## config.mk

```make
export PLATFORM = sky130hd
export DESIGN_NAME = result_collector_flat
export DESIGN_NICKNAME = d
export VERILOG_FILES = /design/src/rtl/result_collector_if.sv /design/src/rtl/result_collector.sv /design/src/flat_wrapper.sv
export SDC_FILE = /design/constraint.sdc
export NUM_CORES = 1
export LEC_CHECK = 0
export ABC_CLOCK_PERIOD_IN_PS = 18900
export BUFFER_PORTS_ARGS = -buffer_cell sky130_fd_sc_hd__buf_2
export CORE_UTILIZATION = 53
export CTS_CLUSTER_DIAMETER = 80
export DETAILED_ROUTE_END_ITERATION = 16
export GPL_TIMING_DRIVEN = 0
export PLACE_DENSITY_LB_ADDON = 0.2
export SYNTH_ARGS = -nofsm -noshare
export SYNTH_HDL_FRONTEND = slang
export SYNTH_SLANG_ARGS = --single-unit
```

## constraint.sdc

```tcl
create_clock -name clk -period 18.9 [get_ports clk]
set_clock_uncertainty 0.2 [all_clocks]
set_input_delay 4.725 -clock clk [delete_from_list [all_inputs] [get_ports clk]]
set_output_delay 4.725 -clock clk [all_outputs]
set_load 0.01 [all_outputs]
```

## src/rtl/result_collector_if.sv

```systemverilog
// Output stream of the result collector: one result word per accepted
// valid/ready handshake, tagged with its core and register index.
interface result_collector_if #(
  parameter int DATA_W = 12,
  parameter int CW     = 1,
  parameter int RW     = 4
);
  logic              out_valid;
  logic              out_ready;
  logic [DATA_W-1:0] out_data;
  logic [CW-1:0]     out_core;
  logic [RW-1:0]     out_idx;
  logic              out_last;

  modport master (
    output out_valid, out_data, out_core, out_idx, out_last,
    input  out_ready
  );

  modport slave (
    input  out_valid, out_data, out_core, out_idx, out_last,
    output out_ready
  );
endinterface

```

## src/rtl/result_collector.sv

```systemverilog
// Multi-core result collector. Snapshots each core's result registers on the
// rising edge of its done level, then streams the words out one per handshake.
//
// state  | meaning
// IDLE   | nothing pending, output idle
// SCAN   | pick the lowest-index pending core, reset the word index
// STREAM | present shadow[cur][idx] until the last word is accepted
module result_collector #(
  parameter int N_CORES = 2,
  parameter int N_REGS  = 16,
  parameter int DATA_W  = 12
) (
  input  logic                              clk,
  input  logic                              rst_n,
  input  logic [N_CORES-1:0]                core_done,
  input  logic [N_CORES*N_REGS*DATA_W-1:0]  core_regs,
  result_collector_if.master                bus,
  output logic                              busy,
  output logic                              all_done,
  output logic                              overrun
);

  localparam int CW = (N_CORES > 1) ? $clog2(N_CORES) : 1;
  localparam int RW = $clog2(N_REGS);

  typedef enum logic [1:0] {IDLE, SCAN, STREAM} state_t;

  state_t            state, state_nxt;
  logic              armed;
  logic [N_CORES-1:0] done_q;
  logic [N_CORES-1:0] rise;
  logic [N_CORES-1:0] capture;
  logic [N_CORES-1:0] pending;
  logic [N_CORES-1:0] streamed;
  logic [N_CORES-1:0] cur_oh;
  logic [N_CORES-1:0] clear_oh;
  logic [CW-1:0]     cur;
  logic [CW-1:0]     low_idx;
  logic [RW-1:0]     idx;
  logic              last;
  logic              accept;
  logic              other_pending;
  logic              streaming;
  logic [DATA_W-1:0] shadow [N_CORES][N_REGS];

  // The first cycle after reset only loads done_q, so a done level held
  // high across reset must fall and rise again before it counts.
  assign rise          = armed ? (core_done & ~done_q) : '0;
  assign capture       = rise & ~pending;
  assign streaming     = (state == STREAM);
  assign last          = (idx == RW'(N_REGS - 1));
  assign accept        = streaming & bus.out_ready;
  assign clear_oh      = (accept && last) ? cur_oh : '0;
  assign other_pending = |(pending & ~cur_oh);

  // One-hot decode of the core currently being streamed.
  always_comb begin
    cur_oh = '0;
    for (int c = 0; c < N_CORES; c++) begin
      cur_oh[c] = (CW'(c) == cur);
    end
  end

  // Lowest-index pending core, used when SCAN latches the next core.
  always_comb begin
    low_idx = '0;
    for (int c = N_CORES - 1; c >= 0; c--) begin
      if (pending[c]) low_idx = CW'(c);
    end
  end

  // Done edge detector and post-reset arming.
  always_ff @(posedge clk or negedge rst_n) begin
    if (!rst_n) begin
      done_q <= '0;
      armed  <= 1'b0;
    end else begin
      done_q <= core_done;
      armed  <= 1'b1;
    end
  end

  // Shadow buffer: a whole core slice is taken in the capture cycle.
  always_ff @(posedge clk) begin
    for (int c = 0; c < N_CORES; c++) begin
      if (capture[c]) begin
        for (int i = 0; i < N_REGS; i++) begin
          shadow[c][i] <= core_regs[(c*N_REGS+i)*DATA_W +: DATA_W];
        end
      end
    end
  end

  // Pending/streamed bookkeeping and sticky status flags.
  // Pending is checked before the last-word clear, so a rise coinciding
  // with the final acceptance of that core counts as an overrun.
  always_ff @(posedge clk or negedge rst_n) begin
    if (!rst_n) begin
      pending  <= '0;
      streamed <= '0;
      overrun  <= 1'b0;
      all_done <= 1'b0;
    end else begin
      pending  <= (pending & ~clear_oh) | capture;
      streamed <= streamed | clear_oh;
      overrun  <= overrun | (|(rise & pending));
      all_done <= all_done | (&streamed);
    end
  end

  // Current core and word index.
  always_ff @(posedge clk or negedge rst_n) begin
    if (!rst_n) begin
      cur <= '0;
      idx <= '0;
    end else if (state == SCAN) begin
      cur <= low_idx;
      idx <= '0;
    end else if (accept && !last) begin
      idx <= idx + RW'(1);
    end
  end

  // FSM state register.
  always_ff @(posedge clk or negedge rst_n) begin
    if (!rst_n) state <= IDLE;
    else        state <= state_nxt;
  end

  // FSM next-state logic.
  always_comb begin
    state_nxt = state;
    case (state)
      IDLE:    if (|pending) state_nxt = SCAN;
      SCAN:    state_nxt = STREAM;
      STREAM:  if (accept && last) state_nxt = other_pending ? SCAN : IDLE;
      default: state_nxt = IDLE;
    endcase
  end

  // Output stream; fields are forced to zero outside STREAM so reset and
  // idle never expose stale shadow contents.
  always_comb begin
    bus.out_valid = streaming;
    bus.out_data  = streaming ? shadow[cur][idx] : '0;
    bus.out_core  = streaming ? cur : '0;
    bus.out_idx   = streaming ? idx : '0;
    bus.out_last  = streaming & last;
    busy          = (state != IDLE);
  end

endmodule

```

## src/flat_wrapper.sv

```systemverilog
// flat-port wrapper written by rule: the top's interface ports become plain ports
module result_collector_flat 
#(
  parameter int N_CORES = 2,
  parameter int N_REGS  = 16,
  parameter int DATA_W  = 12
)
  (clk, rst_n, core_done, core_regs, busy, all_done, overrun, bus_out_valid, bus_out_data, bus_out_core, bus_out_idx, bus_out_last, bus_out_ready);
  result_collector_if #(.DATA_W(DATA_W), .CW((1)), .RW((4))) bus_i ();
  input  logic clk;
  input  logic rst_n;
  input  logic [N_CORES-1:0] core_done;
  input  logic [N_CORES*N_REGS*DATA_W-1:0] core_regs;
  output logic busy;
  output logic all_done;
  output logic overrun;
  output wire logic [$bits(bus_i.out_valid)-1:0] bus_out_valid;
  output wire logic [$bits(bus_i.out_data)-1:0] bus_out_data;
  output wire logic [$bits(bus_i.out_core)-1:0] bus_out_core;
  output wire logic [$bits(bus_i.out_idx)-1:0] bus_out_idx;
  output wire logic [$bits(bus_i.out_last)-1:0] bus_out_last;
  input wire logic [$bits(bus_i.out_ready)-1:0] bus_out_ready;
  assign bus_out_valid = bus_i.out_valid;
  assign bus_out_data = bus_i.out_data;
  assign bus_out_core = bus_i.out_core;
  assign bus_out_idx = bus_i.out_idx;
  assign bus_out_last = bus_i.out_last;
  assign bus_i.out_ready = bus_out_ready;
  result_collector #(.N_CORES(N_CORES), .N_REGS(N_REGS), .DATA_W(DATA_W)) u_core (.clk(clk), .rst_n(rst_n), .core_done(core_done), .core_regs(core_regs), .bus(bus_i), .busy(busy), .all_done(all_done), .overrun(overrun));
endmodule
```

# Word level (Yosys, flattened, before mapping)
# Memory sizes are Yosys's and may differ from the RTL's.
# Cells that the tools add are included.
[op_classes]
eq_ne = 5
n_reduce_logical = 11
n_bitwise = 17
order_cmp = 1
add_sub_neg = 1
muxes = 20
[ops]
columns = ["op", "n"]
rows = [
  ["$bmux W12 S4", 1],
  ["$mux W12", 3],
  ["$mux W4", 3],
  ["$and A2 B2 Y2", 5],
  ["$mux W1", 8],
  ["$mux W2", 4],
  ["$not A2 Y2", 4],
  ["$pmux W2 S3", 1],
  ["$reduce_or A2 Y1", 3],
  ["$ge A5 B5 Y1 const B", 1],
  ["$not A4 Y5", 1],
  ["$add A4 B1 Y4 const B", 1],
  ["$eq A4 B4 Y1 const B", 1],
  ["$or A2 B2 Y2", 2],
  ["$reduce_and A2 Y1", 2],
  ["$reduce_bool A2 Y1", 2],
  ["$and A1 B1 Y1", 2],
  ["$eq A2 B1 Y1 const B", 1],
  ["$eq A2 B2 Y1 const B", 1],
  ["$logic_and A1 B1 Y1", 2],
  ["$logic_not A2 Y1", 1],
  ["$ne A2 B1 Y1 const B", 1],
  ["$ne A2 B2 Y1 const B", 1],
  ["$or A1 B1 Y1", 2],
  ["2 further kinds", 2],
]
[word_totals]
mem_bits_rw = 384
elab_cells = 65
inputBits = 389
n_memories = 1
register_bits = 16
[mem_list]
columns = ["name", "words", "word_bits", "rd", "rd_clocked_by_memory_dff", "write_ports", "line_no", "source"]
rows = [
  ["u_core.shadow", 2, 192, 1, 0, 2, "result_collector.sv:44", "logic [DATA_W-1:0] shadow [N_CORES][N_REGS];"],
]

# Logic depth before layout (Yosys ltp)
[logic_depth]
depth_word = 7
mapped_depth = 7
depth_no_buf = 5

# Worst setup path after synthesis
# OpenSTA, ideal clock, no wires.
[synth_path]
path_kind = "input to register"
start = "input core_done[0]"
end = "memory u_core.shadow[0][0] (netlist name), enable pin"
setup_time_ns = 0.981
path_buffers = 0
cell_stages = 2
arrival_time_ns = 17.697
path_slack_ns = 0.022
cell_sequence = "nand2_1 nor3_1"
[synth_lines]
columns = ["element", "line_no", "source"]
rows = [
  ["from (decl)", "flat_wrapper.sv:12", "input logic [N_CORES-1:0] core_done;"],
  ["to (decl)", "result_collector.sv:44", ""],
]

# Worst setup path after layout
[layout_path]
start = "register u_core.idx[0]"
end = "output bus_out_data[3]"
[layout_between]
elab_chain_cells = 5
[layout_rtl]
columns = ["element", "line_no", "source"]
rows = [
  ["from (decl)", "result_collector.sv:39", "logic [RW-1:0] idx;"],
  ["from (signal assigned)", "result_collector.sv:120", "idx <= idx + RW'(1);"],
  ["$not A4 Y5 (implied by the code)", "result_collector.sv:145", "bus.out_data = streaming ? shadow[cur][idx] : '0;"],
  ["$bmux W12 S4", "result_collector.sv:145", ""],
  ["$mux W12 (implied by the code) (2 in a row)", "result_collector.sv:145", ""],
  ["$mux W12", "result_collector.sv:145", ""],
  ["to (decl)", "flat_wrapper.sv:18", "output wire logic [$bits(bus_i.out_data)-1:0] bus_out_data;"],
]
# No other way between the ends. The select of a mux whose other input is x is not followed.

==> impl_metrics.json <==
{
  "status": "finished, final reports clean",
  "max_slew.worst_pin.slew_ns": 1.01,
  "avgSynthCellArea_sq_um": 22.2,
  "core_area_sq_um": 28900,
  "drt_first_pass_iters": 5,
  "yosysSeqAreaShare": 0.765,
  "synth_cell_types": 42,
  "critical_path_class": "reg2out",
  "fill_cells": 1945,
  "grt_max_degree": 17,
  "required_ns": 13.98,
  "synth_edf_count": 384,
  "cts_setup_buffers": 0,
  "dp_hpwl_microns": 30100,
  "place.gp.congestion": 0.812,
  "ios": 411,
  "cellPowerDensity_nw_per_um2": 107,
  "relSlewSlack": 0.321,
  "p_int_uw": 1610,
  "syn-num-nets": 1093,
  "pre_cts_ws_ns": 11.48,
  "critPathLaunchType": "flip-flop",
  "maxCapViolations": 0,
  "finalCriticalPeriod_ns": 7.89,
  "comb_power_share": 0.181,
  "p_leak_uw": 0.00722,
  "antenna_found_initial": 23,
  "multiInputGateArea_sq_um": 3310,
  "cts-resized-gates": 0,
  "start_util": 0.540,
  "vias": 8880,
  "clockPowerShare": 0.358,
  "p_sw_uw": 527,
  "drtIter0Drc": 691,
  "fmax_mhz": 127,
  "crit_fanout": 10,
  "avgViaCountPerCell": 5.48,
  "ff_latch_area_sq_um": 11900,
  "cts.path.max_buffers": 3,
  "clockRootBuffer": "clkbuf_16",
  "power_uw": 2130,
  "dr_wl_met3_microns": 3740,
  "ir_drop_uv": 75.8,
  "synthArstFlopShare": 0.0400,
  "die-area_sq_um": 30100,
  "grt_pass1_vias": 9403,
  "critPathArrivalTime_ns": 2.97,
  "num_rows": 62,
  "tritoncts": "built",
  "cts_max_level": 2,
  "netlist_area_sq_um": 15600,
  "wire_per_inst_microns": 24.6,
  "postRouteAntennaNets": 0,
  "clkTransAtPathRegs_ns": 0.06,
  "hold_buffers": 0,
  "cts_made_buffers": 41,
  "finalCritPeriodShare": 0.418,
  "die_h_microns": 174,
  "syn_inst": 703,
  "routed.top_layer": "met5",
  "wirelength_microns": 39900,
  "setup_viol_count_final": 0,
  "synth-seq-cells": 400,
  "portBuffers": 410,
  "setup_slack_ns": 11.01,
  "overflow": 0,
  "cts_sinks": 400,
  "wl_met1_microns": 15200,
  "synthFlopType": "edfxtp_1",
  "clk_latency_ns": 0.51,
  "drc": 0,
  "hold_viol_final": 0,
  "critPathCaptureType": "primary output",
  "met2_wirelength_microns": 19700,
  "drive_above_1_share": 0.521,
  "num-nets-final": 1582,
  "area_growth_pct": 27.3,
  "power_frac_seq": 0.461,
  "yosysWarnings": 0,
  "power_switching_share": 0.247,
  "hold_path.class": "reg2reg",
  "slew_violations": 0,
  "rsz0062_at_grt": "no",
  "groute.usage.overall": 0.269,
  "die_w_microns": 174,
  "grt_first_pass_wirelength_microns": 58100
}
==> state kept, by name (all words and copies together), names as in the netlist, 2 cells and up <==
signal           cells
u_core.streamed      2
u_core.pending       2
u_core.state         2
u_core.idx           4
u_core.done_q        2
u_core.shadow      384
==> logic make-up after synthesis <==
| logic type | after synthesis | share of synthesized area |
|---|---|---|
| other cells | 1 | 0.000241 |
| buf+inv | 43 | 0.0227 |
| xor+xnor | 1 | 0.000562 |
| simple gates | 54 | 0.0193 |
| mux | 131 | 0.159 |
| compound gates | 72 | 0.0322 |
| fa+ha+maj | 1 | 0.000803 |
| flops | 400 | 0.765 |
==> metrics by stage <==
step           instances  area (sq um)   util  setup TNS [ns]  hold slack, ns
4_1_cts             1600         19800  0.686               0           0.287
3_5_place_dp        1533         18600  0.643               0           0.261
3_3_place_gp        1497         18100  0.628        -2437.64           0.251
5_1_grt             1615         19800  0.687               0           0.303
2_1_floorplan        703         15600      -               0           0.240
6_report            1620         19900  0.688               0           0.275
==> metal layers <==
metal / global-route usage / up-vias
met1: 0.343 / 4377
met4: 0.103 / 10
met2: 0.436 / 434
li1: - / 3985
met5: 0 / -
met3: 0.0820 / 74
==> cells in the mapped netlist (2+ instances only) <==
library cell | number | area [sq um]
edfxtp_1 | 384 | 11500
o22ai_1 | 12 | 75.1
mux2i_1 | 22 | 220
buf_6 | 14 | 158
nand2_1 | 7 | 26.3
buf_4 | 10 | 75.1
o21ai_0 | 8 | 40.0
or2_2 | 4 | 25.0
dfrtp_1 | 16 | 400
a211oi_1 | 23 | 173
nor2_1 | 9 | 33.8
a21oi_1 | 4 | 20.0
buf_2 | 10 | 50.1
nor4b_1 | 2 | 17.5
nor3_1 | 4 | 20.0
nand2b_1 | 3 | 18.8
mux4_1 | 19 | 499
mux4_2 | 66 | 1490
nor2b_1 | 12 | 75.1
nand3_1 | 5 | 25.0
and2_1 | 3 | 18.8
mux2_2 | 24 | 270
o211ai_1 | 11 | 82.6
inv_1 | 3 | 11.3
a22oi_1 | 11 | 82.6
==> path summary, 6_finish.rpt <==
path | start | end | slack [ns] | cells past startpoint
max reg2reg | u_core.pending[0]$_DFF_PN0_ | u_core.shadow[0][82]$_DFFE_PP_ | 16.03 | 7
min | u_core.all_done$_DFF_PN0_ | u_core.all_done$_DFF_PN0_ | 0.27 | 1
max in group asynchronous | rst_n | u_core.pending[0]$_DFF_PN0_ | 14.32 | 1
max | u_core.idx[0]$_DFFE_PN0P_ | bus_out_data[3] | 11.01 | 8
min reg2reg | u_core.all_done$_DFF_PN0_ | u_core.all_done$_DFF_PN0_ | 0.27 | 1
min in group asynchronous | rst_n | u_core.done_q[1]$_DFF_PN0_ | 3.92 | 1
==> final cells by class <==
class	instances	share of cell area
sequential	400	0.601
multi-input combinational	260	0.167
timing repair buffer	446	0.125
clock buffer	47	0.0528
tap	384	0.0242
buffer	38	0.0165
clock inverter	20	0.00996
antenna	20	0.00252
inverter	5	0.00132
==> critical path: stages, from the launching register on <==
cell	delay [ns]
dfrtp_1	0.39
buf_6	0.15
buf_4	0.20
clkbuf_1	0.31
nand2_1	0.18
dlymetal6s2s_1	0.39
o22ai_1	0.24
a211oi_1	0.38
buf_2	0.22
==> cell usage in the layout (no fill, tap or decap), types with 3 or more instances in the layout <==
master     count
or2_2          4
dfrtp_1       16
mux2_2        24
nand2b_1       3
nor2_1         9
a211oi_1      23
inv_1          3
clkbuf_1       7
edfxtp_1     384
o22ai_1       12
clkbuf_16     41
nand2_1        7
buf_8          8
clkinv_2       7
o211ai_1      11
diode_2       20
buf_6         39
nand3_1        5
buf_2        420
a21oi_1        4
bufinv_16      4
clkinv_1       8
a22oi_1       11
nor2b_1       12
buf_4         13
o21ai_0        8
and2_1         3
mux4_2        66
mux4_1        19
mux2i_1       22
==> power groups by stage <==
stage	Sequential (uW)	Combinational [uW]	Clock (uW)
after CTS	981	393	772
final	982	387	763
after global placement	1000	386	0
after floorplan	999	231	0
after detailed placement	1000	390	0
after global routing	982	412	809
Power figures use the tool's default switching activity.
